### config.mk
export PLATFORM = sky130hd
export DESIGN_NAME = arbiter_priority
export DESIGN_NICKNAME = d
export VERILOG_FILES = /design/src/rtl/arb_pkg.sv /design/src/rtl/arbiter_priority_prio_pick.sv /design/src/rtl/arbiter_priority.sv
export SDC_FILE = /design/constraint.sdc
export NUM_CORES = 1
export LEC_CHECK = 0
export CORE_ASPECT_RATIO = 1.75
export CORE_MARGIN = 2
export CORE_UTILIZATION = 25
export DETAILED_ROUTE_END_ITERATION = 12
export SLEW_MARGIN = 40
export SYNTH_ARGS = -nofsm -noshare
export SYNTH_HDL_FRONTEND = slang
export SYNTH_SLANG_ARGS = --single-unit
export TNS_END_PERCENT = 10
### constraint.sdc
create_clock -name clk -period 2.95 [get_ports clk]
set_input_delay 0.295 -clock clk [delete_from_list [all_inputs] [get_ports clk]]
set_output_delay 0.295 -clock clk [all_outputs]
set_load 0.05 [all_outputs]
### src/rtl/arb_pkg.sv
// Shared definitions for the priority arbiter: FSM state encoding and a
// constant-evaluable ceiling-log2 helper used to size the hold counter.
package arb_pkg;

    typedef enum logic [1:0] {
        IDLE  = 2'd0,
        GRANT = 2'd1,
        GAP   = 2'd2
    } arb_state_t;

    // Ceiling log2; returns 0 for values of 0 or 1.
    function automatic int clog2(input int unsigned value);
        int          result;
        int unsigned remain;
        result = 32'sd0;
        if (value > 32'd1) begin
            remain = value - 32'd1;
        end else begin
            remain = 32'd0;
        end
        while (remain > 32'd0) begin
            result = result + 32'sd1;
            remain = remain >> 1;
        end
        return result;
    endfunction

endpackage

### src/rtl/arbiter_priority_prio_pick.sv
// Combinational rotating priority select.
// Ports:
//   req_n   - active-low request vector, one bit per requester
//   start   - rotation pointer (last winner); search begins one below it
//   rr_en   - 1 = rotate from start, 0 = fixed highest-index-first
//   winner  - index of the selected requester (0 when none)
//   any_req - high when at least one request is active
module prio_pick
    import arb_pkg::*;
#(
    parameter int unsigned SIZE = 3
) (
    input  logic [(1 << SIZE)-1:0] req_n,
    input  logic [SIZE-1:0]        start,
    input  logic                   rr_en,
    output logic [SIZE-1:0]        winner,
    output logic                   any_req
);

    localparam int N = 32'sd1 << SIZE;

    logic [SIZE-1:0] base_s;
    logic [SIZE-1:0] idx_s;

    // Walk base-1, base-2, ... wrapping modulo N; the first active request wins.
    // Fixed priority is the same walk from base 0, i.e. N-1 down to 0.
    always_comb begin
        winner  = '0;
        any_req = 1'b0;
        idx_s   = '0;
        if (rr_en) begin
            base_s = start;
        end else begin
            base_s = '0;
        end
        for (int k = 1; k <= N; k++) begin
            idx_s = base_s - SIZE'(k);
            if (!any_req && !req_n[idx_s]) begin
                winner  = idx_s;
                any_req = 1'b1;
            end else begin
                winner  = winner;
            end
        end
    end

endmodule

### src/rtl/arbiter_priority.sv
// Arbiter granting one shared resource to one of 2**SIZE active-low
// requesters, holding the grant until done, owner withdrawal, or a hold limit.
// Ports:
//   clk, rst_n - rising-edge clock, asynchronous active-low reset
//   req_n      - per-requester request, 0 = requesting
//   done       - owner release pulse, only honoured while granted
//   rr_en      - round-robin (1) or fixed highest-index priority (0)
//   gnt        - one-hot grant
//   gnt_id     - binary owner index, 0 when idle
//   gnt_valid  - high while a grant is held
//   timeout    - one-cycle pulse after a grant is revoked by the hold limit
module arbiter_priority
    import arb_pkg::*;
#(
    parameter int unsigned SIZE     = 3,
    parameter int unsigned MAX_HOLD = 16
) (
    input  logic                   clk,
    input  logic                   rst_n,
    input  logic [(1 << SIZE)-1:0] req_n,
    input  logic                   done,
    input  logic                   rr_en,
    output logic [(1 << SIZE)-1:0] gnt,
    output logic [SIZE-1:0]        gnt_id,
    output logic                   gnt_valid,
    output logic                   timeout
);

    localparam int unsigned N  = 32'd1 << SIZE;
    localparam int          CW = clog2(MAX_HOLD) + 32'sd1;

    localparam logic [N-1:0]  GNT_ONE  = {{(N-1){1'b0}}, 1'b1};
    localparam logic [CW-1:0] CNT_ONE  = {{(CW-1){1'b0}}, 1'b1};
    localparam logic [CW-1:0] CNT_LAST = CW'(MAX_HOLD - 32'd1);

    arb_state_t      state_r,     state_s;
    logic [N-1:0]    gnt_r,       gnt_s;
    logic [SIZE-1:0] gnt_id_r,    gnt_id_s;
    logic            gnt_valid_r, gnt_valid_s;
    logic            timeout_r,   timeout_s;
    logic [SIZE-1:0] last_r,      last_s;
    logic [CW-1:0]   cnt_r,       cnt_s;

    logic [SIZE-1:0] winner_s;
    logic            any_req_s;
    logic            withdraw_s;
    logic            limit_s;

    prio_pick #(
        .SIZE (SIZE)
    ) u_pick (
        .req_n   (req_n),
        .start   (last_r),
        .rr_en   (rr_en),
        .winner  (winner_s),
        .any_req (any_req_s)
    );

    assign withdraw_s = req_n[gnt_id_r];
    assign limit_s    = (cnt_r == CNT_LAST);

    // Next-state, counter, pointer and output computation.
    always_comb begin
        state_s     = state_r;
        gnt_s       = gnt_r;
        gnt_id_s    = gnt_id_r;
        gnt_valid_s = gnt_valid_r;
        timeout_s   = 1'b0;
        last_s      = last_r;
        cnt_s       = cnt_r;
        case (state_r)
            IDLE: begin
                if (any_req_s) begin
                    state_s     = GRANT;
                    gnt_s       = GNT_ONE << winner_s;
                    gnt_id_s    = winner_s;
                    gnt_valid_s = 1'b1;
                    cnt_s       = '0;
                    last_s      = winner_s;
                end else begin
                    state_s = IDLE;
                end
            end
            GRANT: begin
                if (done || withdraw_s || limit_s) begin
                    state_s     = GAP;
                    gnt_s       = '0;
                    gnt_id_s    = '0;
                    gnt_valid_s = 1'b0;
                    cnt_s       = '0;
                    // Only a release caused by the limit alone is a timeout.
                    timeout_s   = limit_s && !done && !withdraw_s;
                end else begin
                    cnt_s = cnt_r + CNT_ONE;
                end
            end
            GAP: begin
                state_s = IDLE;
            end
            default: begin
                state_s     = IDLE;
                gnt_s       = '0;
                gnt_id_s    = '0;
                gnt_valid_s = 1'b0;
                cnt_s       = '0;
            end
        endcase
    end

    // State and output registers.
    always_ff @(posedge clk or negedge rst_n) begin
        if (!rst_n) begin
            state_r     <= IDLE;
            gnt_r       <= '0;
            gnt_id_r    <= '0;
            gnt_valid_r <= 1'b0;
            timeout_r   <= 1'b0;
            last_r      <= '0;
            cnt_r       <= '0;
        end else begin
            state_r     <= state_s;
            gnt_r       <= gnt_s;
            gnt_id_r    <= gnt_id_s;
            gnt_valid_r <= gnt_valid_s;
            timeout_r   <= timeout_s;
            last_r      <= last_s;
            cnt_r       <= cnt_s;
        end
    end

    assign gnt       = gnt_r;
    assign gnt_id    = gnt_id_r;
    assign gnt_valid = gnt_valid_r;
    assign timeout   = timeout_r;

endmodule

==> flow_metrics.py <==
metrics = {
    "synth": {
        "synth_flop_cell": "dfrtp_1",
        "yosys.cell_types.count": 65,
        "ys_seq_area_share_pct": 27.93,
        "yosysWarningCount": 0,
        "syn_avg_cell_area_um2": 9.325,
        "synth_cells": 221,
        "syn_nets": 236,
        "ys_ff_latch": 23,
        "syn_area_um2": 2061,
        "async_flop_share_pct": 100.0,
        "synth_edf_count": 0,
    },
    "placed_design": {
        "gp_congestion": 0.8492,
        "dp_hpwl_um": 5522,
        "dpl.cell_count": 381,
        "portBuffers": 24,
        "post-place-ws_ps": -355.0,
        "place_area_um2": 2779,
    },
    "critical_path": {
        "r2r-end": "gnt[2]$_DFFE_PN0P_",
        "worstPathArrival_ps": 3020,
        "crit_type": "reg2reg",
        "cp-start-kind": "flop",
        "critPathMaxFanout": 7,
        "cp.required_ps": 3120,
        "endpoint": "gnt[2]$_DFFE_PN0P_",
        "setup.worst_path.start": "last_r[0]$_DFFE_PN0P_",
        "r2r_slack_ps": 100,
        "ff2ff_path_depth": 11,
        "r2r-start": "last_r[0]$_DFFE_PN0P_",
        "crit_path_end_kind": "flop",
    },
    "job": {
        "cap_violations": 0,
    },
    "cts": {
        "clock-sinks": 23,
        "cts_buffers": 3,
        "clockBufferDepth": 2,
        "clk_pin_slew_ps": 60,
        "htree_levels": 1,
        "cts_root_buf": "clkbuf_16",
        "clk_latency_ps": 260,
        "cts_tree": "built",
    },
    "pwr": {
        "p_seq_share_pct": 15.7,
        "p_leak_nw": 1.270,
        "ir_drop_v": 0.0004377,
        "comb_power_share_pct": 75.4,
        "p_sw_mw": 1.592,
        "swShare_pct": 47.40,
        "power.total_mw": 3.359,
        "power_frac_clock_pct": 9.0,
        "powerDensity_nw_per_um2": 1111,
        "p_int_mw": 1.767,
    },
    "sta": {
        "setup_viol": 0,
        "clock.fmax_mhz": 350.6,
        "hold-worst-slack_ps": -2.274,
        "rsz0062_at_grt": "true",
        "skew_ps": 2.045,
        "finalCriticalPeriod_ps": 2853,
        "setup_slack_ps": 97.42,
        "period_share_pct": 96.70,
        "max_slew_margin_pct": 65.98,
        "worst_pin_slew_ps": 510.3,
        "slew_viol_final": 0,
        "hold_violations": 4,
    },
    "routing": {
        "drtIter0Drc": 106,
        "wirelength_um": 6809,
        "firstDrtPassIters": 4,
        "vias_per_cell": 5.492,
        "wire_per_inst_um": 17.55,
        "drc_errors": 0,
        "vias": 2131,
        "ant_nets": 0,
    },
    "grt": {
        "grt_max_degree": 24,
        "gr-total-overflow": 0,
        "grt_pass1_wl_um": 10880,
        "grtUsageTotal_pct": 15.63,
        "antenna_found_initial": 0,
        "grt_pass1_vias": 2332,
    },
    "floorplanning": {
        "die_area_um2": 9014,
        "die_h_um": 124.1,
        "start_util_pct": 25.88,
        "core_area_um2": 7963,
        "std_cell_rows": 43,
        "io_pins": 25,
        "die_w_um": 72.63,
    },
    "hold_path": {
        "hp-class": "in2async",
    },
    "layout": {
        "area_growth_pct": 46.69,
        "fin_cells": 388,
        "drive_above_1_share_pct": 38.93,
        "antenna_cells": 0,
        "nets": 314,
        "final_area_um2": 3023,
        "fillers": 779,
    },
    "outcome": {
        "run_status": "finished with violations",
        "violations": "hold timing",
    },
}
[cell usage after synthesis (2+ instances only)]
cell | n | area [um^2]
nor4_1 | 2 | 12.51
nor2_1 | 10 | 37.54
nand2_1 | 30 | 112.6
nor4b_4 | 2 | 47.55
a32oi_1 | 2 | 17.52
nand3_1 | 5 | 25.02
o21ai_1 | 2 | 10.01
and2_1 | 6 | 37.54
ha_1 | 3 | 37.54
mux2i_1 | 11 | 110.1
and3_1 | 8 | 50.05
a211oi_1 | 4 | 30.03
a21bo_2 | 2 | 20.02
or2_2 | 3 | 18.77
a21boi_0 | 2 | 15.01
o21ai_0 | 17 | 85.08
clkbuf_1 | 2 | 7.510
o31ai_1 | 10 | 75.07
o22ai_1 | 2 | 12.51
mux2_2 | 3 | 33.78
or3_4 | 2 | 22.52
dfrtp_1 | 23 | 575.6
o221ai_1 | 2 | 17.52
nand4bb_1 | 2 | 22.52
nor3_1 | 6 | 30.03
a22o_1 | 2 | 17.52
nand2_4 | 2 | 22.52
mux4_2 | 5 | 112.6
o21a_1 | 3 | 22.52
buf_2 | 3 | 15.01
nor2b_1 | 2 | 12.51
inv_1 | 4 | 15.01
nand2b_1 | 2 | 12.51
a21oi_1 | 6 | 30.03
[what timing repair did]
action,in CTS,in global routing
setup endpoints to repair,9,15
gates cloned,0,0
setup buffers,3,1
pin swaps,7,7
resized for setup,19,15
hold buffers,0,0
hold endpoints to repair,0,0
[worst min path at each step]
stage | from | endpoint | slack (ps) | cells past startpoint
floorplan | rst_n | cnt_r[0]$_DFFE_PN0P_ | -0.6 | 0
global placement | gnt_valid$_DFFE_PN0P_ | gnt_valid$_DFFE_PN0P_ | 460 | 2
detailed placement | rst_n | cnt_r[2]$_DFFE_PN0P_ | 300 | 1
CTS | rst_n | cnt_r[2]$_DFFE_PN0P_ | 20 | 1
global route | rst_n | gnt_id[1]$_DFFE_PN0P_ | 50 | 1
finish | rst_n | cnt_r[2]$_DFFE_PN0P_ | -2 | 1
[cell usage in the layout, fill, tap and decap left out, drive strengths merged, types with 6 or more instances in the layout]
master,count
mux2i,12
buf,59
clkdlybuf4s50,22
nor3,6
nand2,33
and2,6
nor2,10
dfrtp,23
o21ai,19
and3,8
a21oi,6
o31ai,11
[metrics by stage]
step | utilization, % | hold slack [ps] | setup TNS (ps)
6_report | 37.96 | -2.274 | 0
5_1_grt | 37.96 | 52.52 | -25.13
4_1_cts | 37.18 | 23.50 | 0
3_5_place_dp | 34.90 | 304.7 | -5133
3_3_place_gp | 34.96 | 459.2 | -4762
2_1_floorplan | - | -0.5911 | 0
[kinds of logic after synthesis]
group	share of synthesized area, %
xor+xnor	0.4251
flops	27.93
fa+ha+maj	1.822
mux	13.54
compound gates	26.17
buf+inv	3.824
simple gates	26.29
[flip-flops by register name, indices dropped and copies added, names as in the netlist]
signal,cells
timeout,1
cnt_r,5
gnt_id,3
gnt,8
gnt_valid,1
last_r,3
state_r,2
[power by group through the flow]
stage	logic (mW)	clock network (mW)	registers, mW
2_1_floorplan	1.26	0	0.705
3_3_place_gp	2.25	0	0.525
3_5_place_dp	2.27	0	0.524
4_1_cts	2.40	0.302	0.525
5_1_grt	2.71	0.311	0.541
6_report	2.53	0.301	0.526
[worst max-delay path, cell delays in order (launching register included)]
cell,delay [ps]
dfrtp_2,460
nand2_4,110
buf_8,140
mux4_2,570
a22oi_4,250
buf_6,160
nor4b_4,60
a31oi_4,170
buf_4,140
nand2_4,40
or3_4,430
o31ai_2,230
[layer usage]
layer	routed length (um)	GRT usage (%)	vias up
li1	-	-	1001
met1	2186	12.96	1031
met2	3899	31.31	62
met3	173	0.9709	37
met4	550	13.77	0
met5	0	0	-
[area by class of cell]
type                    instances  area (um^2)  share of cell area (%)
well taps                      90        112.6                   3.725
inverters                       5        18.77                  0.6209
flip-flops and latches         23        576.8                   19.08
repair buffers                 82        695.7                   23.01
clock buffers                   4        78.83                   2.608
multi-input cells             184         1540                   50.95
Note: power is estimated with default switching activity, not from simulation.
